[src/rtl/regfile_pkg.sv]
// Shared constants and types for the register file.
package regfile_pkg;

    localparam int REGFILE_DATA_WIDTH = 32;
    localparam int REGFILE_ADDR_WIDTH = 5;
    localparam int REGFILE_DEPTH      = 2 ** REGFILE_ADDR_WIDTH;

    typedef logic [REGFILE_DATA_WIDTH-1:0] word_t;
    typedef logic [REGFILE_ADDR_WIDTH-1:0] addr_t;

endpackage

[src/rtl/regfile_reg.sv]
// One register-file entry: enable-loaded word with async active-high clear.
module regfile_reg #(
    parameter int WIDTH = 32
) (
    input  logic             clock,
    input  logic             clear,
    input  logic             enable,
    input  logic [WIDTH-1:0] d,
    output logic [WIDTH-1:0] q
);

    always_ff @(posedge clock or posedge clear) begin
        if (clear) begin
            q <= '0;
        end else if (enable) begin
            q <= d;
        end
    end

endmodule

[src/rtl/regfile.sv]
// 2**ADDR_WIDTH x DATA_WIDTH register file, one write port, two combinational reads.
// Define REGFILE_BYPASS_EN for write-through of data_writeReg to matching read ports.
module regfile
    import regfile_pkg::*;
#(
    parameter int DATA_WIDTH = REGFILE_DATA_WIDTH,
    parameter int ADDR_WIDTH = REGFILE_ADDR_WIDTH
) (
    input  logic                  clock,
    input  logic                  ctrl_writeEn,
    input  logic                  ctrl_reset,
    input  logic [ADDR_WIDTH-1:0] ctrl_writeReg,
    input  logic [ADDR_WIDTH-1:0] ctrl_readRegA,
    input  logic [ADDR_WIDTH-1:0] ctrl_readRegB,
    input  logic [DATA_WIDTH-1:0] data_writeReg,
    output logic [DATA_WIDTH-1:0] data_readRegA,
    output logic [DATA_WIDTH-1:0] data_readRegB
);

    localparam int NREG = 2 ** ADDR_WIDTH;

    logic [NREG-1:0]       write_sel;
    logic [DATA_WIDTH-1:0] regs [NREG];
    logic [DATA_WIDTH-1:0] read_a;
    logic [DATA_WIDTH-1:0] read_b;

    always_comb begin
        write_sel = '0;
        for (int i = 0; i < NREG; i++) begin
            write_sel[i] = ctrl_writeEn && (ctrl_writeReg == ADDR_WIDTH'(i));
        end
    end

    for (genvar g = 0; g < NREG; g++) begin : g_reg
        regfile_reg #(
            .WIDTH (DATA_WIDTH)
        ) u_reg (
            .clock  (clock),
            .clear  (ctrl_reset),
            .enable (write_sel[g]),
            .d      (data_writeReg),
            .q      (regs[g])
        );
    end

    always_comb begin
        read_a = regs[ctrl_readRegA];
        read_b = regs[ctrl_readRegB];
`ifdef REGFILE_BYPASS_EN
        if (ctrl_writeEn && (ctrl_readRegA == ctrl_writeReg)) begin
            read_a = data_writeReg;
        end
        if (ctrl_writeEn && (ctrl_readRegB == ctrl_writeReg)) begin
            read_b = data_writeReg;
        end
`else
        read_a = read_a;
        read_b = read_b;
`endif
    end

    // Force zero during reset so bypassed write data cannot leak out.
    assign data_readRegA = ctrl_reset ? '0 : read_a;
    assign data_readRegB = ctrl_reset ? '0 : read_b;

endmodule

[config.mk]
export PLATFORM = sky130hd
export DESIGN_NAME = regfile
export DESIGN_NICKNAME = d
export VERILOG_FILES = /design/src/rtl/regfile_pkg.sv /design/src/rtl/regfile_reg.sv /design/src/rtl/regfile.sv
export SDC_FILE = /design/constraint.sdc
export NUM_CORES = 2
export LEC_CHECK = 0
export BUFFER_PORTS_ARGS = -buffer_cell sky130_fd_sc_hd__clkbuf_2
export CORE_MARGIN = 1
export CORE_UTILIZATION = 60
export DETAILED_ROUTE_END_ITERATION = 8
export PLACE_DENSITY = 0.75
export SYNTH_ARGS = -nofsm -noshare
export SYNTH_HDL_FRONTEND = slang
export SYNTH_SLANG_ARGS = --single-unit
[constraint.sdc]
create_clock -name clock -period 75 [get_ports clock]
set_input_delay 15 -clock clock [delete_from_list [all_inputs] [get_ports clock]]
set_output_delay 15 -clock clock [all_outputs]
set_load 0.1 [all_outputs]
# --- After elaboration in Yosys (flattened, before gate mapping) ---
# Index checks and enable logic that the tools add are counted.
op_classes:
  n_eq_ne: 31
  bitwise: 2
  reduce_logical: 33
  mux: 8
  magnitude_cmp: 2
op_table:
  columns: ["cell", "count"]
  rows:
  - ["binary-select mux 32 bit (select 5 bit)", 2]
  - ["two-way mux 32 bit", 6]
  - ["equality test 5 bit (second input constant)", 16]
  - ["equality test 5 x 4 -> 1 bit (second input constant)", 8]
  - ["logical AND 1 bit", 32]
  - ["equality test 5 x 3 -> 1 bit (second input constant)", 4]
  - ["greater-or-equal comparator 6 bit (second input constant)", 2]
  - ["inverter 5 -> 6 bit", 2]
  - ["equality test 5 x 2 -> 1 bit (second input constant)", 2]
  - ["equality test 5 x 1 -> 1 bit (second input constant)", 1]
  - ["zero test 5 bit", 1]
word_totals:
  output_inout_bits: 64
  register_bits: 1024
  in_bits: 50
  wordCells: 108

# --- Longest topological paths before layout ---
depth:
  word_depth: 5
  mapped_depth: 9
  depth_no_buf: 4

# --- Hierarchy ---
# Synthesis repeated with hierarchy kept, for this count alone.
hier_totals:
  hier_cells: 3518
  hier_area_um2: 60120.2
by_module_without_submodules:
  columns: ["module", "cells_each", "area_per_inst_um2", "instances"]
  rows:
  - ["regfile_reg", 69, 1348.8, 32]
  - ["regfile", 1310, 16958.8, 1]

# --- Worst setup path after synthesis ---
# No wires, ideal clock.
synth_timing:
  path_kind: "input-to-output"
  start: "input port ctrl_readRegA[1]"
  end: "output port data_readRegA[3]"
  path_slack_ns: 42.064
  cell_stages: 8
  arrival_ns: 17.936
  required_time_ns: 60.000
  cell_sequence: "buf_2 buf_4 buf_2 and2b_1 buf_2 a221oi_1 o21ai_0 a31oi_1"
synth_between:
  elab_chain_cells: 5
synth_lines:
  columns: ["item", "line_no", "rtl"]
  rows:
  - ["start, declared", "regfile.sv:13", "input logic [ADDR_WIDTH-1:0] ctrl_readRegA,"]
  - ["inverter 5 -> 6 bit (not written as such)", "regfile.sv:47", "read_a = regs[ctrl_readRegA];"]
  - ["binary-select mux 32 bit (select 5 bit)", "regfile.sv:47", null]
  - ["two-way mux 32 bit (not written as such) (2 in a row)", "regfile.sv:47", null]
  - ["two-way mux 32 bit", "regfile.sv:63", "assign data_readRegA = ctrl_reset ? '0 : read_a;"]
  - ["end, declared", "regfile.sv:16", "output logic [DATA_WIDTH-1:0] data_readRegA,"]
# Every way passes these cells. The select of a mux whose other input is x is not followed.

# --- Final worst setup path ---
layout_timing:
  start: "input port ctrl_readRegA[2]"
  end: "output port data_readRegA[15]"
# Same word-level chain as after synthesis.

==> impl_metrics.tcl <==
set metrics [dict create \
    drt_iter0_markers 4064 \
    yosysWarnings 0 \
    p_seq_frac 0.449 \
    hold_violations 0 \
    io_pins 114 \
    vias_per_cell 7.61 \
    critPathMaxFanout 82 \
    syn_avg_cell_area_um2 15.3 \
    drc_errors 0 \
    setup_viol 0 \
    wl_per_cell_um 36.6 \
    synth_edf_count 0 \
    fill_cells 6136 \
    cts_setup_buffers 0 \
    clk_pin_slew_worst_paths_ns 0.06 \
    postCtsResizedCells 0 \
    path_class "in -> out" \
    synth.net_count 3609 \
    core-area_mm2 0.0900 \
    async_flop_share 1.00 \
    worstMarginPinSlew_ns 1.19 \
    max_flop_register "g.u_reg.q" \
    power.switching_mw 0.465 \
    powerDensity_mw_per_mm2 28.0 \
    htree_levels 3 \
    tns_ns 0 \
    status "finished, final reports clean" \
    relSlewSlack 0.201 \
    firstDrtPassIters 5 \
    layout.cells.non_filler 4733 \
    pwr-share-comb 0.208 \
    largestRegisters "g.u_reg.q: 1024 flops" \
    fp.dieH_um 303 \
    die_w_um 303 \
    dp_hpwl_um 93300 \
    final.min_clock_period_ns 35.28 \
    largest_reg_flops 1024 \
    clkPwrFrac 0.343 \
    num_rows 110 \
    peakVddDrop_mv 0.0250 \
    syn2layout_area_growth_pct 9.04 \
    drive_above_1_share 0.524 \
    cts_root_buf "clkbuf_16" \
    final_max_slew_viol_count 0 \
    p_leak_nw 25.9 \
    die_area_mm2 0.0921 \
    grt_usage 0.386 \
    cts.hold.buffers_added 0 \
    grt_pass1_vias 37600 \
    rsz0062_at_grt "false" \
    finalClockSkew_ns 0 \
    syn_inst 3559 \
    grt_pass1_wl_um 256000 \
    antenna_left 0 \
    ys_types 34 \
    syn_area_mm2 0.0545 \
    ys_seq_area_frac 0.470 \
    clock_sinks 1024 \
    post-route-period-util 0.470 \
    cap_violations 0 \
    worstSetupEndpointType "output pin" \
    max_freq_mhz 28.3 \
    num_vias 36000 \
    arrival_ns 20.28 \
    hp-class "reg -> reg" \
    internal_power_mw 1.20 \
    numCtsBuffers 109 \
    clock_path_buffers 3 \
    grt_remaining_overflow 0 \
    antenna_found_initial 11 \
    portBuffers 113 \
    grt_max_degree 188 \
    required_ns 60.00 \
    clk_latency_ns 0.67 \
    dp_cells 4527 \
    ys_seq_elements 1024 \
    cts_tree "done" \
    synth_top_flop_cell "dfrtp_1" \
    critPathLaunchType "input port" \
    switching_share 0.279 \
    fin_nets 3512 \
    start_util 0.606 \
    place.gp.congestion 0.850 \
    routed_wl_um 173000 \
]
worst paths after layout:
path | from | endpoint | slack (ns) | cells past startpoint
max | ctrl_readRegA[2] | data_readRegA[15] | 39.72 | 9
min | g_reg[3].u_reg.q[10] | g_reg[3].u_reg.q[10] | 0.52 | 1
max reg2reg | g_reg[3].u_reg.q[18] | g_reg[3].u_reg.q[18] | 74.17 | 1
min reg2reg | g_reg[3].u_reg.q[10] | g_reg[3].u_reg.q[10] | 0.52 | 1
max in group asynchronous | ctrl_reset | g_reg[23].u_reg.q[1] | 57.30 | 5
min in group asynchronous | ctrl_reset | g_reg[12].u_reg.q[18] | 14.42 | 2
kinds of logic after synthesis:
kind of cell / after synthesis / share of synthesized area
flip-flops: 1024 / 0.470
buffers and inverters: 402 / 0.0343
multiplexers: 1728 / 0.444
AND/OR/NAND/NOR: 105 / 0.00900
AO/OA/AOI/OAI: 300 / 0.0422
metal layers:
layer	global-route usage	wire [um]
met1	0.516	64000
met2	0.572	77600
met3	0.122	21100
met4	0.200	10500
met5	0	71
power by group through the flow:
| stage | Clock (mW) | Combinational, mW | Sequential (mW) |
|---|---|---|---|
| 3_3_place_gp | 0 | 0.328 | 0.738 |
| 6_report | 0.571 | 0.346 | 0.746 |
| 4_1_cts | 0.576 | 0.344 | 0.743 |
| 5_1_grt | 0.599 | 0.365 | 0.759 |
| 2_1_floorplan | 0 | 0.284 | 0.722 |
| 3_5_place_dp | 0 | 0.342 | 0.752 |
critical path: stages:
cell and delay, ns:
buf_8 0.52, buf_4 0.87, buf_4 0.92, buf_4 1.02, mux4_2 0.39, mux2i_1 0.07
a221o_1 0.32, a31oi_1 0.46, clkbuf_2 0.56
final cells by class:
type / count / area (um^2) / share of cell area
Antenna cell: 5 / 12.5 / 0.000211
Clock inverter: 39 / 544 / 0.00916
Inverter: 3 / 23.8 / 0.000400
Tap cell: 1176 / 1470 / 0.0248
Timing Repair Buffer: 191 / 1250 / 0.0211
Multi-Input combinational cell: 2133 / 27200 / 0.458
Sequential cell: 1024 / 25600 / 0.431
Clock buffer: 162 / 3270 / 0.0550
cells in the final DEF (no fill, tap or decap), drive strengths merged, types with 5 or more instances in the layout:
| cell | count |
|---|---|
| dfrtp | 1024 |
| mux2 | 1024 |
| mux4 | 448 |
| clkbuf | 268 |
| mux2i | 256 |
| buf | 85 |
| a22oi | 64 |
| a221o | 64 |
| a31oi | 64 |
| nand2 | 52 |
| a221oi | 44 |
| o21ai | 44 |
| nor2 | 22 |
| o2111ai | 20 |
| clkinv | 19 |
| bufinv | 13 |
| nor2b | 9 |
| diode | 5 |
| clkinvlp | 5 |
| inv | 5 |
stage by stage:
step	util	worst slack (ns)	area [um^2]	power, mW	hold WS [ns]
after global routing	0.660	39.49	59400	1.72	0.541
final	0.660	39.72	59400	1.66	0.518
after CTS	0.660	39.82	59400	1.66	0.521
after global placement	0.618	39.96	55600	1.07	0.482
after detailed placement	0.618	39.80	55600	1.09	0.508
after floorplan	-	31.10	54500	1.01	0.470
synthesized netlist by cell type (2+ instances only):
master        n  area share
dfrtp_1    1024        0.47
mux2_2      985        0.20
mux4_2      448        0.19
mux2i_1     256       0.047
clkbuf_1    199       0.014
buf_2       154       0.014
a221o_1      64       0.012
a22oi_1      64      0.0088
a31oi_1      64      0.0073
nand2_1      51      0.0035
a221oi_1     44      0.0071
o21ai_0      44      0.0040
mux2_1       29      0.0060
nor2_1       22      0.0015
o2111ai_1    20      0.0032
buf_4        16      0.0022
buf_1        15      0.0010
buf_6        14      0.0029
mux2_4       10      0.0028
nor2b_1       9      0.0010
nand4_1       4     0.00046
nor3_1        4     0.00037
inv_1         3     0.00021
and2_1        2     0.00023
nand2b_1      2     0.00023
nand3_1       2     0.00018
nor4_2        2     0.00046
or4_1         2     0.00028
(Power assumes the default switching activity.)
